==> src/rtl/sw_bounce_gen.sv <==
// Switch-bounce stimulus: chatters sw_out pseudo-randomly for BOUNCE_TICKS*2^N cycles after a level change, then settles.
// Optional SW_BOUNCE_RELEASE_EN: when defined, falling edges bounce too; otherwise falls settle in one cycle.
module sw_bounce_gen #(
    parameter int          N            = 20,
    parameter int          M            = 12,
    parameter int          BOUNCE_TICKS = 3,
    parameter logic [15:0] SEED         = 16'hACE1
) (
    input  logic clk,
    input  logic reset,
    input  logic level_in,
    output logic sw_out,
    output logic busy,
    output logic done
);

    typedef enum logic {IDLE, BOUNCE} state_t;

    localparam logic [15:0] SEED_EFF  = (SEED == 16'h0000) ? 16'h0001 : SEED;
    localparam logic [7:0]  LAST_TICK = 8'(BOUNCE_TICKS - 1);
    localparam logic [N-1:0] CNT_MAX  = {N{1'b1}};

    state_t         state_q, state_d;
    logic           target_q, target_d;
    logic [N-1:0]   cnt_q, cnt_d;
    logic [7:0]     tcnt_q, tcnt_d;
    logic [15:0]    lfsr_q, lfsr_d;
    logic           sw_q, sw_d;
    logic           busy_q, busy_d;
    logic           done_q, done_d;
    logic           may_bounce;

`ifdef SW_BOUNCE_RELEASE_EN
    assign may_bounce = 1'b1;
`else
    // Only rising commands bounce; a fall settles (or aborts a bounce) immediately.
    assign may_bounce = level_in;
`endif

    always_comb begin
        state_d  = state_q;
        target_d = target_q;
        cnt_d    = cnt_q;
        tcnt_d   = tcnt_q;
        sw_d     = sw_q;
        busy_d   = busy_q;
        done_d   = 1'b0;
        lfsr_d   = {lfsr_q[0] ^ lfsr_q[2] ^ lfsr_q[3] ^ lfsr_q[5], lfsr_q[15:1]};

        case (state_q)
            IDLE: begin
                sw_d   = target_q;
                busy_d = 1'b0;
                if (level_in != target_q) begin
                    target_d = level_in;
                    if (may_bounce) begin
                        cnt_d   = '0;
                        tcnt_d  = '0;
                        busy_d  = 1'b1;
                        sw_d    = lfsr_q[0];
                        state_d = BOUNCE;
                    end else begin
                        sw_d   = level_in;
                        done_d = 1'b1;
                    end
                end
            end
            BOUNCE: begin
                cnt_d = cnt_q + 1'b1;
                if (cnt_q[M-1:0] == '0) begin
                    sw_d = lfsr_q[0];
                end
                if (cnt_q == CNT_MAX) begin
                    tcnt_d = tcnt_q + 8'd1;
                end
                if (level_in != target_q) begin
                    target_d = level_in;
                    cnt_d    = '0;
                    tcnt_d   = '0;
                    if (!may_bounce) begin
                        sw_d    = level_in;
                        busy_d  = 1'b0;
                        done_d  = 1'b1;
                        state_d = IDLE;
                    end
                end else if (cnt_q == CNT_MAX && tcnt_q == LAST_TICK) begin
                    cnt_d   = '0;
                    tcnt_d  = '0;
                    sw_d    = target_q;
                    busy_d  = 1'b0;
                    done_d  = 1'b1;
                    state_d = IDLE;
                end
            end
            default: state_d = IDLE;
        endcase
    end

    always_ff @(posedge clk or negedge reset) begin
        if (!reset) begin
            state_q  <= IDLE;
            target_q <= 1'b0;
            cnt_q    <= '0;
            tcnt_q   <= '0;
            lfsr_q   <= SEED_EFF;
            sw_q     <= 1'b0;
            busy_q   <= 1'b0;
            done_q   <= 1'b0;
        end else begin
            state_q  <= state_d;
            target_q <= target_d;
            cnt_q    <= cnt_d;
            tcnt_q   <= tcnt_d;
            lfsr_q   <= lfsr_d;
            sw_q     <= sw_d;
            busy_q   <= busy_d;
            done_q   <= done_d;
        end
    end

    assign sw_out = sw_q;
    assign busy   = busy_q;
    assign done   = done_q;

endmodule

==> config.mk <==
export PLATFORM = sky130hd
export DESIGN_NAME = sw_bounce_gen
export DESIGN_NICKNAME = d
export VERILOG_FILES = /design/src/rtl/sw_bounce_gen.sv
export SDC_FILE = /design/constraint.sdc
export NUM_CORES = 1
export LEC_CHECK = 0
export CAP_MARGIN = 15
export CORE_ASPECT_RATIO = 1.5
export CORE_UTILIZATION = 25
export DETAILED_ROUTE_END_ITERATION = 10
export PLACE_DENSITY = 0.44
export SYNTH_ARGS = -nofsm -noshare
export SYNTH_HDL_FRONTEND = slang
export SYNTH_SLANG_ARGS = --single-unit
==> constraint.sdc <==
create_clock -name clk -period 5.91 [get_ports clk]
set_input_delay 1.182 -clock clk [delete_from_list [all_inputs] [get_ports clk]]
set_output_delay 1.182 -clock clk [all_outputs]
set_load 0.01 [all_outputs]
-- Word-level counts from Yosys, hierarchy flattened
Index checks and enable logic that the tools add are counted.
- reductions and logical operators: 5
- multiplexer cells: 33
- eq/ne operators: 8
- add/sub/neg operators: 2
- bitwise gates (word level): 4
- operators with widths (cell ; number):
    $mux W20 ; 4
    $mux W8 ; 5
    $pmux W20 S2 ; 1
    $add A20 B1 Y20 const B ; 1
    $eq A20 B20 Y1 const B ; 1
    $mux W1 ; 18
    $pmux W8 S2 ; 1
    $logic_not A12 Y1 ; 1
    $add A8 B1 Y8 const B ; 1
    $eq A8 B2 Y1 const B ; 1
    $pmux W1 S2 ; 4
    $ne A2 B2 Y1 const B ; 2
    $ne A4 B1 Y1 const B ; 1
    $reduce_and A2 Y1 ; 2
    $ne A3 B1 Y1 const B ; 1
    $ne A3 B3 Y1 const B ; 1
    $reduce_and A3 Y1 ; 1
    $xor A1 B1 Y1 ; 3
    $logic_and A1 B1 Y1 ; 1
    $ne A1 B1 Y1 ; 1
    $not A1 Y1 ; 1
- bits in registers: 49
- bits of input ports: 3
- output and inout bits: 3

-- Longest topological paths before layout
- word-level depth: 5
- gate-level depth with buffers: 9

-- Worst setup path after synthesis
No wires, ideal clock.
- path kind: input-to-reg
- start: input port level_in
- end: register tcnt_q[6]
- path slack: 3.059 ns
- path buffers: 2
- required time: 5.837 ns
- arrival: 2.778 ns
- cell stages on the path: 9
- path through: inv_1 ha_1 nor2b_1 buf_2 o211ai_1 o22a_4 buf_6 or3_4 a21oi_2
- cells in the longest elaborated chain, start to end: 3
- elaborated cells between the ends (all ways): 7
- those cells by class: 4 x eq/ne; 2 x mux; 1 x reduce/logical
- ends and longest elaborated chain (item ; line ; text):
    start, declared ; 11 ; input logic level_in,
    $ne A1 B1 Y1 ; 54, 76 ;
    $ne A4 B1 Y1 (no line) (tied with other cells) ; -- ;
    $reduce_and A3 Y1 (no line) or $pmux W8 S2 (tied branches) ; -- ;
    end signal, assigned ; 113 ; tcnt_q <= tcnt_d;
    end, declared ; 26 ; logic [7:0] tcnt_q, tcnt_d;
Several ways; a longest one is shown, not always the timed one.
A chain may end at the register's enable or synchronous reset.

-- Final worst setup path
- start: input port level_in
- end: register tcnt_q[4]
The elaborated chain is that of the path after synthesis.

==> results.py <==
metrics = {
    "min_path": {
        "holdCritStartpoint": "lfsr_q[1]",
        "hold_class": "reg2reg",
        "min_to": "lfsr_q[0]",
        "whs_path_depth": 0,
    },
    "critical_path": {
        "slowest_delay_ps": 550,
        "cp.arrival_ps": 3720,
        "cp-end-kind": "flip-flop",
        "cp-start-kind": "input pin",
        "reg2reg_depth": 6,
        "ff2ff_setup_slack_ps": 3520,
        "worstPathRequired_ps": 6130,
        "timing.rr.end": "tcnt_q[4]",
        "crit_path_cell_trace": "clkdlybuf4s50_1 > inv_1 > ha_1 > nor2b_1 > nor2_2 > o22a_4 > or3_1 > a21oi_1",
        "reg2reg_from": "target_q",
        "cpMaxStageDelayCell": "clkdlybuf4s50_1",
        "worst-path-buf-inv": 2,
        "worstSetupPathType": "in2reg",
        "cp_max_fo": 13,
        "cp_top_family": "simple AND/OR/NAND/NOR gates",
    },
    "timing": {
        "setup-tns-final_ps": 0,
        "setup_violations": 0,
        "period_share_pct": 59.19,
        "max_slew_margin_pct": 58.66,
        "finalCriticalPeriod_ps": 3498,
        "hold_slack_ps": 351.3,
        "fmax_mhz": 285.9,
        "skew_ps": 5.534,
        "tightest_slew_ps": 620.0,
        "hold_viol": 0,
        "rsz0062_at_grt": "false",
        "slew_violations": 0,
    },
    "flow_run": {
        "cap_violations": 0,
    },
    "cts": {
        "clkSinkCount": 49,
        "cts_buffers": 5,
        "cts.hold.buffers_added": 0,
        "clk_path_buf_depth": 2,
        "clk_latency_ps": 290,
        "cts_resized": 0,
        "cts_max_level": 2,
        "cts_tree": "yes",
        "cts-root-buf": "clkbuf_16",
        "clk_pin_slew_worst_paths_ps": 70,
        "postCtsSetupBuffers": 0,
    },
    "yosys": {
        "yosysUniqueCellTypes": 46,
        "synth_area_leaders": "dfrtp_1 (44%), dfstp_2 (9.0%), xnor2_1 (4.5%), nor2_1 (3.9%), ha_1 (3.2%)",
        "seq_area_frac_synth_pct": 53.06,
        "synth-main-ff-cell": "dfrtp_1",
        "yosys.area.top_type": "dfrtp_1",
        "async_flop_share_pct": 100.0,
        "ys_ff_latch": 49,
        "syn-cell-area_sq_um": 2330,
        "synth_nets": 231,
        "synth_most_common_cell": "dfrtp_1",
        "synth_edf_count": 0,
        "syn_inst": 222,
        "synth_top_area_share_pct": 44.04,
        "synth_commonest_cells": "dfrtp_1 (41), nor2_1 (24), nand2_1 (16)",
        "synth_area_per_cell_sq_um": 10.49,
        "ys_warn_count": 0,
    },
    "floorplan": {
        "num_rows": 42,
        "initial_core_util_pct": 26.08,
        "ioPinCount": 6,
        "core_sq_um": 8934,
        "die_w_um": 80.82,
        "die_area_sq_um": 9717,
        "die_y_um": 120.2,
    },
    "route": {
        "drc": 0,
        "ant_nets": 0,
        "drt_wl_total_um": 4736,
        "wl_per_cell_um": 13.85,
        "viasPerCell": 4.781,
        "dr.pass1.iters": 4,
        "vias": 1635,
        "first_iter_violations": 63,
    },
    "global_route": {
        "grt_usage_pct": 11.52,
        "grt_remaining_overflow": 0,
        "antenna_found_initial": 0,
        "grt_pass1_vias": 1731,
        "grt_pass1_wl_um": 8404,
        "grt_max_degree": 50,
    },
    "finish": {
        "final_nets": 240,
        "utilization_pct": 29.66,
        "num_antenna_cells": 0,
        "drive_gt1_share_pct": 13.36,
        "synthToLayoutAreaGrowth_pct": 13.75,
        "fin_cells": 342,
    },
    "placed_design": {
        "hpwl_um": 3280,
        "io_buffer_count": 5,
        "dp_cells": 334,
        "routabilityCongestion": 0.7615,
    },
    "power": {
        "powerDensity_nw_per_um2": 354.4,
        "max-vdd-ir-drop_uv": 174.3,
        "p_total_uw": 939.3,
        "p_leak_nw": 1.123,
    },
    "run_status": {
        "outcome": "complete, no violations",
    },
}
[report_power, final]
part           switching [mW]  internal [mW]
Clock                   0.136          0.162
Sequential             0.0415          0.366
Combinational           0.149         0.0841
[metal layers]
| layer | routed length [um] | track usage, % | share of wire (%) |
|---|---|---|---|
| met1 | 2018 | 13.11 | 43 |
| met2 | 2542 | 19.49 | 54 |
| met3 | 115 | 2.717 | 2.4 |
| met4 | 59 | 6.138 | 1.2 |
| met5 | 0 | 0 | 0 |
[registers in the layout, indices dropped and copies added, names as in the netlist]
signal,cells
busy,1
cnt_q,20
done,1
lfsr_q,16
state_q,1
sw_out,1
target_q,1
tcnt_q,8
[cell usage in the layout, fill, tap and decap left out, types with 5 or more instances in the layout]
master | Yosys | layout
dfrtp_1 | 41 | 41
nor2_1 | 24 | 24
nand2_1 | 16 | 16
inv_1 | 13 | 13
o21ai_0 | 13 | 13
xnor2_1 | 12 | 12
nand3_1 | 10 | 10
nor3_1 | 9 | 9
nand4_1 | 8 | 8
dfstp_2 | 8 | 8
xor2_1 | 7 | 7
ha_1 | 6 | 6
clkbuf_16 | 0 | 5
[worst max-delay path by stage]
stage,start,to,slack [ps],depth (start not counted)
2_1_floorplan,level_in,tcnt_q[6],3060,9
3_3_place_gp,level_in,tcnt_q[6],2160,8
3_5_place_dp,level_in,tcnt_q[6],2110,8
4_1_cts,level_in,tcnt_q[4],2400,8
5_1_grt,level_in,tcnt_q[4],2170,8
6_report,level_in,tcnt_q[4],2410,8
[metrics by stage]
step                      instance area (sq um)  setup WS, ps
after floorplan                            2330          3059
after global routing                       2650          2172
after detailed placement                   2496          2108
final                                      2650          2412
after global placement                     2496          2162
after CTS                                  2650          2399
[cell type report]
type,count,area (sq um)
Clock buffer,5,125.1
Timing Repair Buffer,7,60.06
Multi-Input combinational cell,155,1013
Sequential cell,49,1236
Fill cell,952,6284
Clock inverter,3,28.78
Tap cell,110,137.6
Inverter,13,48.80
[worst register-to-register path, stage by stage, from the launching register on]
cell and delay [ps]:
dfrtp_1 410, ha_1 390, nor2b_1 500, nor2_2 190, o22a_4 320, or3_1 360, a21oi_1 150
[cells by family (layout without fill, tap and decap cells)]
family,count (synthesis),count (layout),synth area share [%]
AOI/OAI and AO/OA,37,37,11.33
xor gates and xnor gates,19,19,7.143
adders and majority gates,6,6,3.222
buffers and inverters,18,28,3.437
DFF,49,49,53.06
muxes,1,1,0.4297
and+or+nand+nor,92,92,21.38
(Power assumes the default switching activity.)
